**src/rtl/hc138_scan_pkg.sv**
```systemverilog
// hc138_scan_pkg: shared definitions for the HC138 scan sequencer.
//   - Wishbone register offsets (wbs_adr_i[3:2])
//   - CTRL / STATUS bit positions
//   - decoder G encodings for drive and blank
//   - scan FSM state type
//   - byte_merge(): byte-lane write helper for 32-bit Wishbone writes
package hc138_scan_pkg;

    localparam logic [1:0] REG_CTRL   = 2'd0;
    localparam logic [1:0] REG_DWELL  = 2'd1;
    localparam logic [1:0] REG_MASK   = 2'd2;
    localparam logic [1:0] REG_STATUS = 2'd3;

    localparam int unsigned CTRL_EN      = 0;
    localparam int unsigned CTRL_ONESHOT = 1;
    localparam int unsigned CTRL_IRQ_EN  = 2;

    localparam int unsigned STAT_BUSY     = 3;
    localparam int unsigned STAT_FDONE    = 4;
    localparam int unsigned STAT_FCNT_LSB = 8;

    localparam logic [2:0] G_DRIVE = 3'b100;
    localparam logic [2:0] G_BLANK = 3'b000;

    typedef enum logic [1:0] {
        StIdle  = 2'd0,
        StBlank = 2'd1,
        StDrive = 2'd2
    } scan_state_e;

    // Replace the byte lanes of old_val selected by sel with those of new_val.
    function automatic logic [31:0] byte_merge(input logic [31:0] old_val,
                                               input logic [31:0] new_val,
                                               input logic [3:0]  sel);
        logic [31:0] res;
        res = old_val;
        for (int b = 0; b < 4; b++) begin
            if (sel[b]) begin
                res[b*8 +: 8] = new_val[b*8 +: 8];
            end
        end
        return res;
    endfunction

endpackage

```
**src/rtl/hc138_scan_next_row.sv**
```systemverilog
// hc138_scan_next_row: combinational row selector for the scan sequencer.
// Ports:
//   mask [7:0]  row enable bits
//   cur  [2:0]  row currently selected
//   next [2:0]  lowest set mask bit strictly above cur, else lowest set bit
//   wrap        no set bit above cur, so next wrapped to the lowest set bit
//   none        mask is empty; next/wrap are meaningless
module hc138_scan_next_row (
    input  logic [7:0] mask,
    input  logic [2:0] cur,
    output logic [2:0] next,
    output logic       wrap,
    output logic       none
);

    logic       found_above;
    logic [2:0] above;
    logic [2:0] lowest;

    // Scan downwards so the last hit in each category is the lowest one.
    always_comb begin
        found_above = 1'b0;
        above       = 3'd0;
        lowest      = 3'd0;
        for (int i = 7; i >= 0; i--) begin
            if (mask[i]) begin
                lowest = 3'(i);
                if (i > int'(cur)) begin
                    above       = 3'(i);
                    found_above = 1'b1;
                end
            end
        end
    end

    assign none = (mask == 8'd0);
    assign wrap = !found_above && !none;
    assign next = found_above ? above : lowest;

endmodule

```
**src/rtl/hc138_scan_sequencer.sv**
```systemverilog
// hc138_scan_sequencer: Wishbone-programmable scan sequencer driving the A/G inputs of the
// on-chip 3-to-8 decoder. Steps through the rows enabled in MASK, blanking BLANK_CYC cycles
// before each row and driving it for max(DWELL,1) cycles; counts frames, raises FDONE/IRQ.
// Optional feature: define SCAN_SEQ_FRAME_IRQ_EN to enable irq_o and CTRL.IRQ_EN; otherwise
// irq_o is tied low and CTRL.IRQ_EN reads 0.
// Ports:
//   wb_clk_i, wb_rst_n_i            clock, asynchronous active-low reset
//   wbs_stb/cyc/we/sel/adr/dat_i    Wishbone slave request (adr[3:2] selects register)
//   wbs_ack_o, wbs_dat_o            registered single-cycle ack and read data
//   scan_a_o                        decoder A (row index)
//   scan_g_o                        decoder G (3'b100 drive, 3'b000 blank)
//   irq_o                           level IRQ = STATUS.FDONE & CTRL.IRQ_EN
module hc138_scan_sequencer
    import hc138_scan_pkg::*;
#(
    parameter int unsigned DW_W      = 16,
    parameter int unsigned BLANK_CYC = 2,
    parameter int unsigned FCNT_W    = 8
) (
    input  logic        wb_clk_i,
    input  logic        wb_rst_n_i,
    input  logic        wbs_stb_i,
    input  logic        wbs_cyc_i,
    input  logic        wbs_we_i,
    input  logic [3:0]  wbs_sel_i,
    input  logic [31:0] wbs_adr_i,
    input  logic [31:0] wbs_dat_i,
    output logic        wbs_ack_o,
    output logic [31:0] wbs_dat_o,
    output logic [2:0]  scan_a_o,
    output logic [2:0]  scan_g_o,
    output logic        irq_o
);

    localparam int unsigned BC_W = (BLANK_CYC > 1) ? $clog2(BLANK_CYC) : 1;
    localparam logic [BC_W-1:0] BLANK_LOAD = BC_W'(BLANK_CYC - 1);

    scan_state_e     state_q, state_d;
    logic [2:0]      row_q, row_d;
    logic [BC_W-1:0] blank_cnt_q, blank_cnt_d;
    logic [DW_W-1:0] dwell_cnt_q, dwell_cnt_d;

    logic              en_q, en_d, en_eff;
    logic              oneshot_q, oneshot_d;
    logic              irq_en_q, irq_en_d;
    logic [DW_W-1:0]   dwell_q, dwell_d, dwell_load;
    logic [7:0]        mask_q, mask_d;
    logic              fdone_q, fdone_d;
    logic [FCNT_W-1:0] fcnt_q, fcnt_d;

    logic        ack_q;
    logic [31:0] dat_q, rdata, dwell_merged;
    logic        req, wr_ctrl, wr_dwell, wr_mask, w1c_fdone, frame_end;
    logic [2:0]  nr_cur, nr_next;
    logic        nr_wrap, nr_none;
    logic        unused_bits;

    // Wishbone decode: a request is only accepted while ack is low, so each access takes
    // at least two cycles and every request produces exactly one ack.
    assign req       = wbs_stb_i & wbs_cyc_i & ~ack_q;
    assign wr_ctrl   = req & wbs_we_i & (wbs_adr_i[3:2] == REG_CTRL) & wbs_sel_i[0];
    assign wr_dwell  = req & wbs_we_i & (wbs_adr_i[3:2] == REG_DWELL);
    assign wr_mask   = req & wbs_we_i & (wbs_adr_i[3:2] == REG_MASK) & wbs_sel_i[0];
    assign w1c_fdone = req & wbs_we_i & (wbs_adr_i[3:2] == REG_STATUS) & wbs_sel_i[0]
                       & wbs_dat_i[STAT_FDONE];

    assign dwell_merged = byte_merge(32'(dwell_q), wbs_dat_i, wbs_sel_i);
    assign unused_bits  = ^{wbs_adr_i[31:4], wbs_adr_i[1:0], dwell_merged};

    // The FSM sees an EN write in the same cycle it lands, so clearing EN stops the scan
    // on the ack edge rather than one cycle later.
    assign en_eff = wr_ctrl ? wbs_dat_i[CTRL_EN] : en_q;

    // From IDLE, asking for the row above 7 yields the lowest set bit.
    assign nr_cur     = (state_q == StIdle) ? 3'd7 : row_q;
    assign dwell_load = (dwell_q == '0) ? '0 : dwell_q - DW_W'(1);

    hc138_scan_next_row u_next_row (
        .mask (mask_q),
        .cur  (nr_cur),
        .next (nr_next),
        .wrap (nr_wrap),
        .none (nr_none)
    );

    // Scan FSM next state.
    always_comb begin
        state_d     = state_q;
        row_d       = row_q;
        blank_cnt_d = blank_cnt_q;
        dwell_cnt_d = dwell_cnt_q;
        frame_end   = 1'b0;
        case (state_q)
            StIdle: begin
                if (en_eff && !nr_none) begin
                    row_d       = nr_next;
                    blank_cnt_d = BLANK_LOAD;
                    state_d     = StBlank;
                end
            end
            StBlank: begin
                if (!en_eff) begin
                    state_d = StIdle;
                end else if (blank_cnt_q == '0) begin
                    dwell_cnt_d = dwell_load;
                    state_d     = StDrive;
                end else begin
                    blank_cnt_d = blank_cnt_q - BC_W'(1);
                end
            end
            StDrive: begin
                if (!en_eff) begin
                    state_d = StIdle;
                end else if (dwell_cnt_q != '0) begin
                    dwell_cnt_d = dwell_cnt_q - DW_W'(1);
                end else if (nr_none) begin
                    state_d = StIdle;
                end else begin
                    frame_end = nr_wrap;
                    if (nr_wrap && oneshot_q) begin
                        state_d = StIdle;
                    end else begin
                        row_d       = nr_next;
                        blank_cnt_d = BLANK_LOAD;
                        state_d     = StBlank;
                    end
                end
            end
            default: state_d = StIdle;
        endcase
    end

    // Register file next state.
    always_comb begin
        oneshot_d = oneshot_q;
        irq_en_d  = irq_en_q;
        mask_d    = mask_q;
        dwell_d   = dwell_q;
        if (wr_ctrl) begin
            oneshot_d = wbs_dat_i[CTRL_ONESHOT];
`ifdef SCAN_SEQ_FRAME_IRQ_EN
            irq_en_d = wbs_dat_i[CTRL_IRQ_EN];
`endif
        end
        if (wr_mask) begin
            mask_d = wbs_dat_i[7:0];
        end
        if (wr_dwell) begin
            dwell_d = dwell_merged[DW_W-1:0];
        end
        en_d    = en_eff & ~(frame_end & oneshot_q);
        // A set from frame end wins over a simultaneous write-1-to-clear.
        fdone_d = frame_end | (fdone_q & ~w1c_fdone);
        fcnt_d  = frame_end ? fcnt_q + FCNT_W'(1) : fcnt_q;
    end

    // Read mux; sampled in the request cycle and presented with ack.
    always_comb begin
        rdata = '0;
        case (wbs_adr_i[3:2])
            REG_CTRL: begin
                rdata[CTRL_EN]      = en_q;
                rdata[CTRL_ONESHOT] = oneshot_q;
                rdata[CTRL_IRQ_EN]  = irq_en_q;
            end
            REG_DWELL: rdata[DW_W-1:0] = dwell_q;
            REG_MASK:  rdata[7:0]      = mask_q;
            REG_STATUS: begin
                rdata[2:0]                     = row_q;
                rdata[STAT_BUSY]               = (state_q != StIdle);
                rdata[STAT_FDONE]              = fdone_q;
                rdata[STAT_FCNT_LSB +: FCNT_W] = fcnt_q;
            end
            default: rdata = '0;
        endcase
    end

    always_ff @(posedge wb_clk_i or negedge wb_rst_n_i) begin
        if (!wb_rst_n_i) begin
            state_q     <= StIdle;
            row_q       <= 3'd0;
            blank_cnt_q <= '0;
            dwell_cnt_q <= '0;
            en_q        <= 1'b0;
            oneshot_q   <= 1'b0;
            irq_en_q    <= 1'b0;
            dwell_q     <= DW_W'(1);
            mask_q      <= 8'd0;
            fdone_q     <= 1'b0;
            fcnt_q      <= '0;
            ack_q       <= 1'b0;
            dat_q       <= 32'd0;
        end else begin
            state_q     <= state_d;
            row_q       <= row_d;
            blank_cnt_q <= blank_cnt_d;
            dwell_cnt_q <= dwell_cnt_d;
            en_q        <= en_d;
            oneshot_q   <= oneshot_d;
            irq_en_q    <= irq_en_d;
            dwell_q     <= dwell_d;
            mask_q      <= mask_d;
            fdone_q     <= fdone_d;
            fcnt_q      <= fcnt_d;
            ack_q       <= req;
            dat_q       <= req ? rdata : 32'd0;
        end
    end

    assign wbs_ack_o = ack_q;
    assign wbs_dat_o = dat_q;
    assign scan_a_o  = row_q;
    assign scan_g_o  = (state_q == StDrive) ? G_DRIVE : G_BLANK;

`ifdef SCAN_SEQ_FRAME_IRQ_EN
    assign irq_o = fdone_q & irq_en_q;
`else
    assign irq_o = 1'b0;
`endif

endmodule

```
**config.mk**
```make
export PLATFORM = sky130hd
export DESIGN_NAME = hc138_scan_sequencer
export DESIGN_NICKNAME = d
export VERILOG_FILES = /design/src/rtl/hc138_scan_pkg.sv /design/src/rtl/hc138_scan_next_row.sv /design/src/rtl/hc138_scan_sequencer.sv
export SDC_FILE = /design/constraint.sdc
export NUM_CORES = 1
export LEC_CHECK = 0
export BUFFER_PORTS_ARGS = -buffer_cell sky130_fd_sc_hd__buf_2
export CELL_PAD_IN_SITES_DETAIL_PLACEMENT = 0
export CELL_PAD_IN_SITES_GLOBAL_PLACEMENT = 1
export CORE_MARGIN = 1
export CORE_UTILIZATION = 40
export CTS_CLUSTER_SIZE = 30
export DETAILED_ROUTE_END_ITERATION = 10
export GPL_ROUTABILITY_DRIVEN = 0
export PLACE_DENSITY_LB_ADDON = 0.12
export SYNTH_ARGS = -nofsm -noshare
export SYNTH_HDL_FRONTEND = slang
export SYNTH_HIERARCHICAL = 1
export SYNTH_SLANG_ARGS = --single-unit
```
**constraint.sdc**
```tcl
create_clock -name wb_clk_i -period 3.1 [get_ports wb_clk_i]
set_input_delay 0.31 -clock wb_clk_i [delete_from_list [all_inputs] [get_ports wb_clk_i]]
set_output_delay 0.31 -clock wb_clk_i [all_outputs]
set_load 0.03 [all_outputs]
```
==> impl_metrics.yaml <==
worst_setup_path:
  crit_type: "register to register"
  cp.arrival_ps: 2930
  rr_startpoint: "state_q[1]"
  worstPathRequired_ps: 3350
  r2r_cells: 11
  setup.worst_path.end_class: "register"
  crit_fanout: 10
  r2r_end: "fcnt_q[1]"
  reg2reg_slack_ps: 430
  start_kind: "register"
  crit_start: "state_q[1]"
  cp-endpoint: "fcnt_q[1]"
die:
  std_cell_rows: 36
  chipHeight_um: 104
  fp.dieW_um: 104
  start_util_pct: 41.9
  dieArea_um2: 10800
  core_area_um2: 9910
  pin_count: 113
global_route:
  grt_max_degree: 75
  antenna_found_initial: 0
  grt_pass1_vias: 3183
  grt_pass1_wl_um: 16900
  grt_overflow: 0
  track_usage_pct: 19.8
final_layout:
  area_growth_pct: 12.5
  ff_latch_area_um2: 1850
  fin_nets: 545
  fillers: 981
  multiInputGateArea_um2: 2110
  diodes: 0
  drive_gt1_share_pct: 24.6
placement:
  place_hpwl_um: 7380
  portBuffers: 45
  post-place-ws_ps: 399
run:
  maxCapViolations: 0
logic_synthesis:
  avgSynthCellArea_um2: 9.98
  synthCells: 416
  syn-cell-area_um2: 4150
  ys_seq_area_share_pct: 44.6
  yosys_warnings: 6
  ys_seq_elements: 74
  synth_edf_count: 0
  ys.flop_type: "dfrtp_1"
  async_flop_share_pct: 100
  synth.distinct_cells: 59
routing:
  wl_per_cell_um: 17.0
  drt_iter0_drc: 175
  drc: 0
  antenna_left: 0
  dr_wl_met3_um: 354
  vias_per_cell: 5.38
  top_layer_used: "met4"
  vias: 3234
  drt_first_pass_iters: 5
  wl_um: 10200
  met2RoutedLength_um: 4640
  met1_length_um: 5130
sta:
  fmax_mhz: 374
  max_slew_margin_pct: 35.4
  period_minus_slack_ps: 2670
  fin_crit_sh_pct: 86.2
  finalWorstSetupSlack_ps: 428
  finClkSkew_ps: 15.3
  setup_viol: 0
  tns_ps: 0
  worst_pin_slew_ps: 968
  rsz0062_at_grt: "false"
  finalHoldViolations: 0
  slew_viol_final: 0
clock_network:
  root_buffer: "clkbuf_8"
  cts_resized: 0
  cts_tree: "built"
  path_clk_slew_ps: 90
  cts_buffer_depth: 2
  htree_levels: 3
  cts_setup_buffers: 0
  numCtsBuffers: 9
  insertion_delay_ps: 360
  cts_sinks: 74
  ctsHoldBuffers: 0
pwr:
  total_leakage_power_uw: 0.00216
  p_per_area_nw_per_um2: 721
  peakVddDrop_mv: 0.350
worst_hold_path:
  hp-class: "primary input to async pin"
status:
  status: "complete, no violations"
==> Yosys cell counts, types with 11 or more instances <==
| cell type | instances | area (um2) |
|---|---|---|
| nor3_1 | 19 | 95.1 |
| inv_1 | 11 | 41.3 |
| dfrtp_1 | 73 | 1830 |
| mux2_2 | 29 | 327 |
| a21oi_1 | 14 | 70.1 |
| nand3_1 | 11 | 55.1 |
| xnor2_1 | 11 | 96.3 |
| nand2_1 | 24 | 90.1 |
| buf_4 | 19 | 143 |
| nor2_1 | 41 | 154 |
| a22oi_1 | 11 | 82.6 |
| o21ai_0 | 26 | 130 |
==> final cells by class <==
type                            instances  area share, %
Tap cell                              133           3.57
Clock buffer                            9           2.65
Inverter                               13           1.05
Multi-Input combinational cell        315           45.2
Sequential cell                        74           39.7
Clock inverter                          7           2.12
Timing Repair Buffer                   50           5.68
==> worst min path at each step <==
stage | from | end | cells past startpoint
4_1_cts | wb_rst_n_i | dwell_cnt_q[12] | 1
3_5_place_dp | fcnt_q[7] | fcnt_q[7] | 1
3_3_place_gp | fcnt_q[7] | fcnt_q[7] | 1
2_1_floorplan | wb_rst_n_i | blank_cnt_q | 0
6_report | wb_rst_n_i | dwell_cnt_q[1] | 1
5_1_grt | wb_rst_n_i | scan_a_o[0] | 1
==> critical path, stage by stage (launching register included) <==
cell,delay (ps)
dfrtp_1,440
nor2_1,230
or2_2,260
o21ba_4,190
a21oi_4,120
nand2b_1,90
or2_4,250
nor2_1,130
nand2_1,90
nor4_4,210
buf_4,220
mux2_2,350
==> layer usage <==
| layer | GRT usage (%) | up-vias |
|---|---|---|
| met5 | 0 | - |
| met4 | 4.39 | 0 |
| met3 | 4.20 | 7 |
| met2 | 30.0 | 65 |
| met1 | 28.8 | 1587 |
| li1 | - | 1575 |
==> state kept, by name (all words and copies together) (netlist names), 2 cells and up <==
register and flops:
wbs_dat_o 16, dwell_q 16, mask_q 8, scan_a_o 3
fcnt_q 8, state_q 2, dwell_cnt_q 16
==> cell families (layout without fill, tap and decap cells) <==
group / Yosys count / count (layout) / synth area share (%)
other: 1 / 19 / 0.0904
xor gates and xnor gates: 21 / 21 / 4.43
adders and majority gates: 9 / 9 / 2.71
DFF: 74 / 74 / 44.6
muxes: 30 / 30 / 8.20
AOI/OAI and AO/OA: 92 / 92 / 15.3
and+or+nand+nor: 144 / 144 / 18.5
buffers and inverters: 45 / 79 / 6.12
==> per-stage QoR <==
step	total power, uW	instance area [um2]	cells	utilization, %	hold WS, ps
after CTS	3380	4670	601	47.1	144
after global placement	2510	4440	585	44.8	466
after detailed placement	2510	4440	585	44.8	469
final	3370	4670	601	47.1	74.8
after floorplan	2220	4220	434	-	14.4
after global routing	3590	4670	601	47.1	161
==> cells in the final DEF (no fill, tap or decap), types with 5 or more instances in the layout <==
cell type  Yosys  layout
a21oi_1       14      14
a222oi_1       5       5
a22o_1         6       6
a22oi_1       11      11
and3_1         5       5
buf_2          5      44
buf_4         19       6
clkbuf_8       0       9
conb_1         1      19
dfrtp_1       73      73
ha_1           9       9
inv_1         11      11
mux2_2        29      29
nand2_1       24      24
nand2b_1       6       6
nand3_1       11      11
nand4_1        8       8
nor2_1        41      41
nor3_1        19      19
nor4_1         5       5
o21ai_0       26      26
o22ai_1        8       8
xnor2_1       11      11
xor2_1        10      10
==> power by group <==
part	switching [uW]	internal [uW]	leakage, uW
registers	246	1140	0.000982
clock network	410	461	0.000111
logic	653	457	0.00106
(Power assumes the default switching activity.)
